==> src/rtl/pucch_req_scheduler_if.sv <==
// rtl/pucch_req_scheduler_if.sv - requester, generator and tag signals of pucch_req_scheduler
// PUCCH_SCHED_STATS_EN adds the statistics counter outputs.
interface pucch_req_scheduler_if #(
  parameter int NUM_REQ = 4,
  parameter int CFG_W   = 24
);
  logic [NUM_REQ-1:0]       i_req_valid;
  logic [NUM_REQ*CFG_W-1:0] i_req_cfg;
  logic [NUM_REQ-1:0]       o_req_ready;
  logic [NUM_REQ-1:0]       o_req_done;
  logic                     o_err;
  logic                     o_pucch_start;
  logic                     o_pucch_rst;
  logic [CFG_W-1:0]         o_pucch_cfg;
  logic                     i_pucch_valid;
  logic                     i_pucch_done;
  logic                     o_tag_valid;
  logic [2:0]               o_tag_id;
  logic [3:0]               o_tag_sym;
  logic [3:0]               o_tag_sc;
  logic                     o_busy;
`ifdef PUCCH_SCHED_STATS_EN
  logic [15:0]              o_stat_done_cnt;
  logic [15:0]              o_stat_err_cnt;

  modport master (
    input  i_req_valid, i_req_cfg, i_pucch_valid, i_pucch_done,
    output o_req_ready, o_req_done, o_err, o_pucch_start, o_pucch_rst, o_pucch_cfg,
    output o_tag_valid, o_tag_id, o_tag_sym, o_tag_sc, o_busy,
    output o_stat_done_cnt, o_stat_err_cnt
  );

  modport slave (
    output i_req_valid, i_req_cfg, i_pucch_valid, i_pucch_done,
    input  o_req_ready, o_req_done, o_err, o_pucch_start, o_pucch_rst, o_pucch_cfg,
    input  o_tag_valid, o_tag_id, o_tag_sym, o_tag_sc, o_busy,
    input  o_stat_done_cnt, o_stat_err_cnt
  );
`else
  modport master (
    input  i_req_valid, i_req_cfg, i_pucch_valid, i_pucch_done,
    output o_req_ready, o_req_done, o_err, o_pucch_start, o_pucch_rst, o_pucch_cfg,
    output o_tag_valid, o_tag_id, o_tag_sym, o_tag_sc, o_busy
  );

  modport slave (
    output i_req_valid, i_req_cfg, i_pucch_valid, i_pucch_done,
    input  o_req_ready, o_req_done, o_err, o_pucch_start, o_pucch_rst, o_pucch_cfg,
    input  o_tag_valid, o_tag_id, o_tag_sym, o_tag_sc, o_busy
  );
`endif
endinterface

==> src/rtl/pucch_req_scheduler.sv <==
// rtl/pucch_req_scheduler.sv - round-robin sharing of one PUCCH format 0/1 generator
// Define PUCCH_SCHED_STATS_EN to add saturating done/error counters.
module pucch_req_scheduler #(
  parameter int NUM_REQ        = 4,
  parameter int CFG_W          = 24,
  parameter int TIMEOUT_CYCLES = 1023
) (
  input  logic                  clk,
  input  logic                  rst,
  pucch_req_scheduler_if.master bus
);
  localparam int TMR_W = $clog2(TIMEOUT_CYCLES + 1);
  localparam int IDX_W = (NUM_REQ > 1) ? $clog2(NUM_REQ) : 1;

  typedef enum logic [2:0] {S_IDLE, S_GRANT, S_START, S_RUN, S_FLUSH} state_t;

  state_t           state_q, state_d;
  logic [2:0]       id_q, id_d, rr_q, rr_d;
  logic [CFG_W-1:0] cfg_q, cfg_d;
  logic [3:0]       sc_cnt_q, sc_cnt_d;
  logic [7:0]       sym_cnt_q, sym_cnt_d;
  logic [TMR_W-1:0] timer_q, timer_d;
  logic             timeout_q, timeout_d;

  logic [3:0]         idx;
  logic [2:0]         pick_id;
  logic               pick_found;
  logic               timer_hit;
  logic [NUM_REQ-1:0] id_onehot;
  logic [2:0]         fmt;
  logic [3:0]         sym_start, n_sym;
  logic [1:0]         len_ack;
  logic               sr, len_sr, empty_req, count_ok;
  logic [7:0]         exp_sym;

  assign fmt       = cfg_q[CFG_W-1 -: 3];
  assign sym_start = cfg_q[CFG_W-4 -: 4];
  assign n_sym     = cfg_q[CFG_W-8 -: 4];
  assign len_ack   = cfg_q[CFG_W-14 -: 2];
  assign sr        = cfg_q[CFG_W-16];
  assign len_sr    = cfg_q[CFG_W-17];

  assign timer_hit = (timer_q == TMR_W'(TIMEOUT_CYCLES - 1));
  assign id_onehot = NUM_REQ'(1) << id_q;

  // Expected count kept as whole symbols: a correct run always ends on a symbol boundary.
  assign empty_req = (len_ack == 2'd0) && (!len_sr || !sr);
  assign exp_sym   = empty_req     ? 8'd0 :
                     (fmt == 3'd1) ? {5'd0, n_sym[3:1]} : {4'd0, n_sym};
  assign count_ok  = (sym_cnt_q == exp_sym) && (sc_cnt_q == 4'd0);

  always_comb begin
    pick_found = 1'b0;
    pick_id    = '0;
    idx        = '0;
    for (int i = 0; i < NUM_REQ; i++) begin
      idx = {1'b0, rr_q} + 4'(i);
      if (idx >= 4'(NUM_REQ)) idx = idx - 4'(NUM_REQ);
      if (!pick_found && bus.i_req_valid[idx[IDX_W-1:0]]) begin
        pick_found = 1'b1;
        pick_id    = 3'(idx);
      end
    end
  end

  always_ff @(posedge clk or posedge rst) begin
    if (rst) state_q <= S_IDLE;
    else     state_q <= state_d;
  end

  always_comb begin
    state_d = state_q;
    unique case (state_q)
      S_IDLE:  if (pick_found) state_d = S_GRANT;
      S_GRANT: state_d = S_START;
      S_START: state_d = S_RUN;
      S_RUN:   if (bus.i_pucch_done || timer_hit) state_d = S_FLUSH;
      S_FLUSH: state_d = S_IDLE;
      default: state_d = S_IDLE;
    endcase
  end

  always_comb begin
    id_d      = id_q;
    rr_d      = rr_q;
    cfg_d     = cfg_q;
    sc_cnt_d  = sc_cnt_q;
    sym_cnt_d = sym_cnt_q;
    timer_d   = timer_q;
    timeout_d = timeout_q;
    case (state_q)
      S_IDLE: if (pick_found) id_d = pick_id;
      S_GRANT: begin
        cfg_d     = bus.i_req_cfg[id_q*CFG_W +: CFG_W];
        sc_cnt_d  = '0;
        sym_cnt_d = '0;
        timer_d   = '0;
        timeout_d = 1'b0;
      end
      S_RUN: begin
        timer_d = timer_q + 1'b1;
        if (bus.i_pucch_valid) begin
          if (sc_cnt_q == 4'd11) begin
            sc_cnt_d  = '0;
            sym_cnt_d = sym_cnt_q + 8'd1;
          end else begin
            sc_cnt_d = sc_cnt_q + 4'd1;
          end
        end
        // A done arriving on the last allowed cycle is a normal completion.
        if (timer_hit && !bus.i_pucch_done) timeout_d = 1'b1;
      end
      S_FLUSH: rr_d = (id_q == 3'(NUM_REQ - 1)) ? 3'd0 : id_q + 3'd1;
      default: ;
    endcase
  end

  always_ff @(posedge clk or posedge rst) begin
    if (rst) begin
      id_q      <= '0;
      rr_q      <= '0;
      cfg_q     <= '0;
      sc_cnt_q  <= '0;
      sym_cnt_q <= '0;
      timer_q   <= '0;
      timeout_q <= 1'b0;
    end else begin
      id_q      <= id_d;
      rr_q      <= rr_d;
      cfg_q     <= cfg_d;
      sc_cnt_q  <= sc_cnt_d;
      sym_cnt_q <= sym_cnt_d;
      timer_q   <= timer_d;
      timeout_q <= timeout_d;
    end
  end

  always_comb begin
    bus.o_req_ready   = '0;
    bus.o_req_done    = '0;
    bus.o_err         = 1'b0;
    bus.o_pucch_start = 1'b0;
    bus.o_pucch_rst   = 1'b0;
    bus.o_tag_valid   = 1'b0;
    bus.o_busy        = (state_q != S_IDLE);
    case (state_q)
      S_GRANT: bus.o_req_ready   = id_onehot;
      S_START: bus.o_pucch_start = 1'b1;
      S_RUN:   bus.o_tag_valid   = bus.i_pucch_valid;
      S_FLUSH: begin
        bus.o_req_done  = id_onehot;
        bus.o_pucch_rst = 1'b1;
        bus.o_err       = timeout_q || !count_ok;
      end
      default: ;
    endcase
  end

  assign bus.o_pucch_cfg = cfg_q;
  assign bus.o_tag_id    = id_q;
  assign bus.o_tag_sc    = sc_cnt_q;
  assign bus.o_tag_sym   = (fmt == 3'd1) ? sym_start + {sym_cnt_q[2:0], 1'b1}
                                         : sym_start + sym_cnt_q[3:0];

`ifdef PUCCH_SCHED_STATS_EN
  logic [15:0] stat_done_q, stat_done_d, stat_err_q, stat_err_d;

  always_comb begin
    stat_done_d = stat_done_q;
    stat_err_d  = stat_err_q;
    if (state_q == S_FLUSH && stat_done_q != 16'hFFFF) stat_done_d = stat_done_q + 16'd1;
    if (bus.o_err && stat_err_q != 16'hFFFF)           stat_err_d  = stat_err_q + 16'd1;
  end

  always_ff @(posedge clk or posedge rst) begin
    if (rst) begin
      stat_done_q <= '0;
      stat_err_q  <= '0;
    end else begin
      stat_done_q <= stat_done_d;
      stat_err_q  <= stat_err_d;
    end
  end

  assign bus.o_stat_done_cnt = stat_done_q;
  assign bus.o_stat_err_cnt  = stat_err_q;
`endif
endmodule

==> src/flat_wrapper.sv <==
// flat-port wrapper written by rule: the top's interface ports become plain ports
module pucch_req_scheduler_flat 
#(
  parameter int NUM_REQ        = 4,
  parameter int CFG_W          = 24,
  parameter int TIMEOUT_CYCLES = 1023
)
  (clk, rst, bus_i_req_valid, bus_i_req_cfg, bus_i_pucch_valid, bus_i_pucch_done, bus_o_req_ready, bus_o_req_done, bus_o_err, bus_o_pucch_start, bus_o_pucch_rst, bus_o_pucch_cfg, bus_o_tag_valid, bus_o_tag_id, bus_o_tag_sym, bus_o_tag_sc, bus_o_busy);
  pucch_req_scheduler_if #(.NUM_REQ(NUM_REQ), .CFG_W(CFG_W)) bus_i ();
  input  logic clk;
  input  logic rst;
  input wire logic [$bits(bus_i.i_req_valid)-1:0] bus_i_req_valid;
  input wire logic [$bits(bus_i.i_req_cfg)-1:0] bus_i_req_cfg;
  input wire logic [$bits(bus_i.i_pucch_valid)-1:0] bus_i_pucch_valid;
  input wire logic [$bits(bus_i.i_pucch_done)-1:0] bus_i_pucch_done;
  output wire logic [$bits(bus_i.o_req_ready)-1:0] bus_o_req_ready;
  output wire logic [$bits(bus_i.o_req_done)-1:0] bus_o_req_done;
  output wire logic [$bits(bus_i.o_err)-1:0] bus_o_err;
  output wire logic [$bits(bus_i.o_pucch_start)-1:0] bus_o_pucch_start;
  output wire logic [$bits(bus_i.o_pucch_rst)-1:0] bus_o_pucch_rst;
  output wire logic [$bits(bus_i.o_pucch_cfg)-1:0] bus_o_pucch_cfg;
  output wire logic [$bits(bus_i.o_tag_valid)-1:0] bus_o_tag_valid;
  output wire logic [$bits(bus_i.o_tag_id)-1:0] bus_o_tag_id;
  output wire logic [$bits(bus_i.o_tag_sym)-1:0] bus_o_tag_sym;
  output wire logic [$bits(bus_i.o_tag_sc)-1:0] bus_o_tag_sc;
  output wire logic [$bits(bus_i.o_busy)-1:0] bus_o_busy;
  assign bus_i.i_req_valid = bus_i_req_valid;
  assign bus_i.i_req_cfg = bus_i_req_cfg;
  assign bus_i.i_pucch_valid = bus_i_pucch_valid;
  assign bus_i.i_pucch_done = bus_i_pucch_done;
  assign bus_o_req_ready = bus_i.o_req_ready;
  assign bus_o_req_done = bus_i.o_req_done;
  assign bus_o_err = bus_i.o_err;
  assign bus_o_pucch_start = bus_i.o_pucch_start;
  assign bus_o_pucch_rst = bus_i.o_pucch_rst;
  assign bus_o_pucch_cfg = bus_i.o_pucch_cfg;
  assign bus_o_tag_valid = bus_i.o_tag_valid;
  assign bus_o_tag_id = bus_i.o_tag_id;
  assign bus_o_tag_sym = bus_i.o_tag_sym;
  assign bus_o_tag_sc = bus_i.o_tag_sc;
  assign bus_o_busy = bus_i.o_busy;
  pucch_req_scheduler #(.NUM_REQ(NUM_REQ), .CFG_W(CFG_W), .TIMEOUT_CYCLES(TIMEOUT_CYCLES)) u_core (.clk(clk), .rst(rst), .bus(bus_i));
endmodule
==> config.mk <==
export PLATFORM = sky130hd
export DESIGN_NAME = pucch_req_scheduler_flat
export DESIGN_NICKNAME = d
export VERILOG_FILES = /design/src/rtl/pucch_req_scheduler_if.sv /design/src/rtl/pucch_req_scheduler.sv /design/src/flat_wrapper.sv
export SDC_FILE = /design/constraint.sdc
export NUM_CORES = 1
export LEC_CHECK = 0
export CAP_MARGIN = 20
export CORE_MARGIN = 2
export CORE_UTILIZATION = 47
export DETAILED_ROUTE_END_ITERATION = 6
export DONT_BUFFER_PORTS = 1
export SKIP_LAST_GASP = 1
export SYNTH_ARGS = -nofsm -noshare
export SYNTH_HDL_FRONTEND = slang
export SYNTH_SLANG_ARGS = --single-unit
export TNS_END_PERCENT = 100
==> constraint.sdc <==
create_clock -name clk -period 2.86 [get_ports clk]
set_input_delay 0.715 -clock clk [delete_from_list [all_inputs] [get_ports clk]]
set_output_delay 0.715 -clock clk [all_outputs]
set_load 0.01 [all_outputs]
== Word-level counts from Yosys, hierarchy flattened ==
Index checks and enable logic that the tools add are counted.

* Register bits after elaboration: 56
* Bits in latches: 0
* Bits in writable memories: 0
* Memory bits (read-only): 0
* Bits of input ports: 104
* Output and inout port bits: 48
* Word-level logic and storage cells: 114
* Memories kept: 0

* $add $sub $neg: 13
* Multipliers: 1
* Div/mod/pow operators: 0
* Order comparisons: 8
* Eq/ne operators: 14
* Shifts and indexed selects: 2
* Mux-type cells: 42
* Bitwise logic cells: 0
* Reductions and logical operators: 26

{| class="wikitable"
|+ Operators by type and width
! operator !! count
|-
| $shiftx A96 B9 Y24 || 1
|-
| $mux W3 || 11
|-
| $mux W4 || 6
|-
| $mux W8 || 3
|-
| $pmux W10 S2 || 1
|-
| $pmux W8 S2 || 1
|-
| $mux W1 || 13
|-
| $ge A4 B3 Y1 const B || 3
|-
| $lt A2 B3 Y1 const B || 4
|-
| $pmux W3 S4 || 1
|-
| $sub A3 B3 Y3 const B || 4
|-
| $add A10 B1 Y10 const B || 1
|-
| $eq A10 B10 Y1 const B || 1
|-
| $eq A3 B2 Y1 const B || 3
|-
| $add A3 B2 Y4 const B || 2
|-
| $add A4 B4 Y4 || 2
|-
| $add A8 B1 Y8 const B || 1
|-
| $bmux W1 S2 || 4
|-
| $eq A8 B8 Y1 || 1
|-
| $ne A2 B1 Y1 const B || 4
|-
| $pmux W4 S2 || 1
|-
| $reduce_and A2 Y1 || 4
|-
| $logic_not A1 Y1 || 7
|-
| $eq A3 B1 Y1 const B || 2
|-
| 18 further kinds || 25
|}

== Longest topological paths before layout ==
Gate-level depths: netlist of run 1.

* Word-level depth: 16
* Mapped depth: 9

== Least setup slack after synthesis of run 1 ==
Ideal clock, no wire load.

* Path kind: register to output
* Start point: register u_core.cfg_q[23], in the netlist u_core.bus.o_pucch_cfg[23]
* End point: output port bus_o_tag_sym[3]
* Arrival time: 2.174 ns
* Data required time: 2.145 ns
* Path slack: -0.029 ns
* Stages on the path, launching flop included: 9
* Buffers on the path: 1
* Path through: dfrtp_1 > or3b_1 > buf_2 > o21ai_0 > ha_1 > a21o_1 > a21oi_1 > xnor2_1 > xnor2_1

* Longest elaborated chain between the ends: 2

{| class="wikitable"
|+ RTL lines
! what !! line !! RTL
|-
| from (decl) || pucch_req_scheduler.sv:19 || <nowiki>logic [CFG_W-1:0] cfg_q, cfg_d;</nowiki>
|-
| from (signal assigned) || pucch_req_scheduler.sv:130 || <nowiki>cfg_q <= cfg_d;</nowiki>
|-
| $eq A3 B1 Y1 || pucch_req_scheduler.sv:162 || <nowiki>assign bus.o_tag_sym = (fmt == 3'd1) ? sym_start + {sym_cnt_q[2:0], 1'b1}</nowiki>
|-
| $mux W4 || pucch_req_scheduler.sv:162 ||
|-
| to (decl) || flat_wrapper.sv:24 || <nowiki>output wire logic [$bits(bus_i.o_tag_sym)-1:0] bus_o_tag_sym;</nowiki>
|}

Every way passes these cells.

== Final worst setup path of run 1 ==
Same ends and word-level chain as after synthesis.

==> reports/qor.csv, run 1 <==
metric,value,unit
status,"finished, violations left",
violations,setup timing,
ys_seq_elements,56,
finalHoldViolations,0,
crit_top_cell,xnor2_2,
critical_path.cell_chain,or3b_4 -> nand2_4 -> o21ai_4 -> ha_1 -> a21o_1 -> a21oi_2 -> xnor2_2 -> xnor2_2,
dp_slack,0.0442,ns
synth_seq_area_share,36.0,%
fin_crit_sh,103,%
power.internal,2.62,mW
skew,0.0134,ns
path_delay_family,simple AND/OR/NAND/NOR gates,
synthAdderAreaFrac,5.01,%
start_util,47.9,%
yosysTopAreaCell,dfrtp_1,
critical_path.max_fanout,4,
grt_pass1_vias,3028,
grt_setup_unrepaired,yes,
synth_xor_area_share,2.70,%
postSynthAreaPerCell,10.1,um2
drc,0,
p_per_area,1110,nW/um2
worstReg2RegEnd,u_core.bus.o_tag_id[2],
dieArea,9030,um2
fmax,339,MHz
syn2layout_area_growth,8.10,%
seq_power_share,33.1,%
routedWlPerCell,19.5,um
synth_ff_type,dfrtp_1,
final-setup-viol-count,1,
dr_total_vias,3090,
cp-end-kind,output pin,
yosysMostFrequentCell,dfrtp_1,
report.final.slew_viol_count,0,
nets,502,
ir_drop,513,uV
critPathLaunchType,register,
cts.sinks,56,
share_comb_of_total_power,53.7,%
dpl.hpwl,7.15,mm
ant_nets,0,
hold_class,in2async,
grt_start_max_net_pins,31,
synthSimpleGateAreaFrac,16.1,%
postLayoutCellArea,4210,um2
r2r-start,u_core.rr_q[1],
grt_usage,21.9,%
path_clk_slew,0.11,ns
die_w,95.0,um
placed_area,4010,um2
core,8130,um2
cp_slowest_stage_delay,0.45,ns
grt_pass1_wl,15.4,mm
ys_types,55,
dp_cells,480,
netlist_top_cells_area,"dfrtp_1 (36%), mux4_2 (14%), a22o_1 (6.1%), ha_1 (4.5%), o21ai_0 (3.5%)",
rows,33,
synth_top_family_by_area,compound AO/OA/AOI/OAI gates,
cp-startpoint,u_core.bus.o_pucch_cfg[23],
io_pins,152,
syn_area,3890,um2
r2r_slack,0.79,ns
cp_num_buf_inv,0,
crit_arrival,2.24,ns
antenna_cells_inserted,0,
synth_edf_count,0,
r2r_cells,7,
synth_compound_area_share,18.0,%
cts-root-buf,clkbuf_8,
cts_tree,built,
synth_commonest_cells,"dfrtp_1 (56), nand2_1 (34), a22o_1 (27), nor2_1 (27), o21ai_0 (27)",
cap_violations,0,
synth_cells,386,
power,4.68,mW
antenna_found_initial,0,
muxShareOfSynthArea,16.7,%
p_leak,1.78,nW
die_h,95.0,um
port_buffers,0,
final_cells,489,
htreeDepth,2,
grt-ovfl-total,0,
drtPass1Iterations,4,
avgViaCountPerCell,6.32,
clk_latency,0.31,ns
cts_inserted_buffers,5,
switching_share,44.1,%
drt_iter0_drc,152,
setup_ws,-0.0925,ns
ys_warn_count,0,
p_sw,2.07,mW
slew_headroom,50.4,%
crit_required,2.14,ns
clockBufferDepth,2,
drive_gt1_share,17.4,%
path_class,reg2out,
synth.top_cell.area_share,36.0,%
cp_slowest_cell,or3b_4,
fin_crit,2.95,ns
finalWirelength,9.55,mm
tightestPinTransition,0.745,ns
async_flop_share,100,%
synthesis.nets,505,
p_clk_share,13.2,%
gp_congestion,0.878,
layout by cell type (no fill, tap or decap), drive strengths merged, types with 2 or more instances in the layout:
cell / instances
and3: 5
nor2b: 7
nand3b: 2
clkbuf: 6
dfrtp: 56
o22ai: 2
a211oi: 5
nand2: 34
nand3: 11
a211o: 2
nor3: 11
nor3b: 3
buf: 19
mux2i: 10
and4: 2
bufinv: 2
a22oi: 2
a21oi: 13
xnor2: 6
nor4: 2
nand4: 5
ha: 14
inv: 16
xor2: 6
mux4: 24
nor2: 28
a31oi: 3
a21o: 4
o211ai: 2
o21ai: 28
o31ai: 6
a22o: 27
nand2b: 6
layer usage:
layer  up-vias  track usage, %  share of wire [%]
met2       110            36.1                 49
met1      1535            29.4                 44
met4         0            5.56                1.3
met5         -               0                  0
met3        12            4.87                6.0
li1       1433               -                  -
layout make-up:
class / instances / area, um2
Fill cell: 744 / 3930
Multi-Input combinational cell: 285 / 2340
Sequential cell: 56 / 1400
Timing Repair Buffer: 19 / 143
Tap cell: 105 / 131
Clock buffer: 6 / 72.6
Clock inverter: 2 / 60.1
Inverter: 16 / 60.1
kinds of logic (layout without fill, tap and decap cells):
logic type | after synthesis | count (layout)
fa+ha+maj | 15 | 15
buf+inv | 45 | 43
simple gates | 122 | 122
compound gates | 101 | 101
mux | 35 | 35
xor+xnor | 12 | 12
flops | 56 | 56
metrics by stage:
stage	util, %	TNS (ns)	hold slack [ns]
after floorplan	-	0	0.444
after global placement	49.3	0	0.475
after detailed placement	49.3	0	0.479
after CTS	51.4	-0.123	0.394
after global routing	51.7	-0.182	0.419
final	51.7	-0.0925	0.371
timing repair:
| item | in CTS | in global routing |
|---|---|---|
| buffers inserted | 1 | 0 |
| hold buffers | 0 | 0 |
| endpoints found under the setup margin | 1 | 2 |
| resized for setup | 6 | 4 |
| pin swaps | 5 | 3 |
worst reg2reg max path, stage by stage, from the launching register on:
cell and delay, ns:
dfrtp_1 0.57, inv_1 0.13, ha_1 0.34, mux2i_1 0.26
nand4_1 0.12, a211o_1 0.23, a32o_1 0.21, o21ai_1 0.14
worst max path at each step:
stage | endpoint | cells past startpoint
finish | bus_o_tag_sym[3] | 8
global route | bus_o_tag_sym[3] | 8
CTS | bus_o_tag_sym[3] | 8
detailed placement | bus_o_tag_sym[3] | 7
global placement | bus_o_tag_sym[3] | 7
floorplan | bus_o_tag_sym[3] | 8
registers in the layout (all words and copies together) (netlist names):
register	flops
u_core.timer_q	10
u_core.timeout_q	1
u_core.sym_cnt_q	8
u_core.rr_q	3
u_core.bus.o_pucch_cfg	24
u_core.bus.o_tag_sc	4
u_core.bus.o_tag_id	3
u_core.state_q	3
power by group through the flow:
stage	sequential [mW]	combinational, mW	clock (mW)
3_3_place_gp	1.54	2.38	0
2_1_floorplan	1.39	2.07	0
4_1_cts	1.55	2.48	0.629
5_1_grt	1.60	2.79	0.663
6_report	1.55	2.52	0.618
3_5_place_dp	1.56	2.41	0
No activity file was read; power rests on OpenSTA's default activity.
==> run 2: changes to the inputs <==
- ABC_CLOCK_PERIOD_IN_PS: unset -> 2860
==> results of run 2 <==
Final layout, timing and power as in run 1 (identical DEF).
==> run 3: changes to the inputs <==
- TNS_END_PERCENT: 100 -> unset
==> results of run 3 <==
Final layout, timing and power as in run 1 (identical DEF).
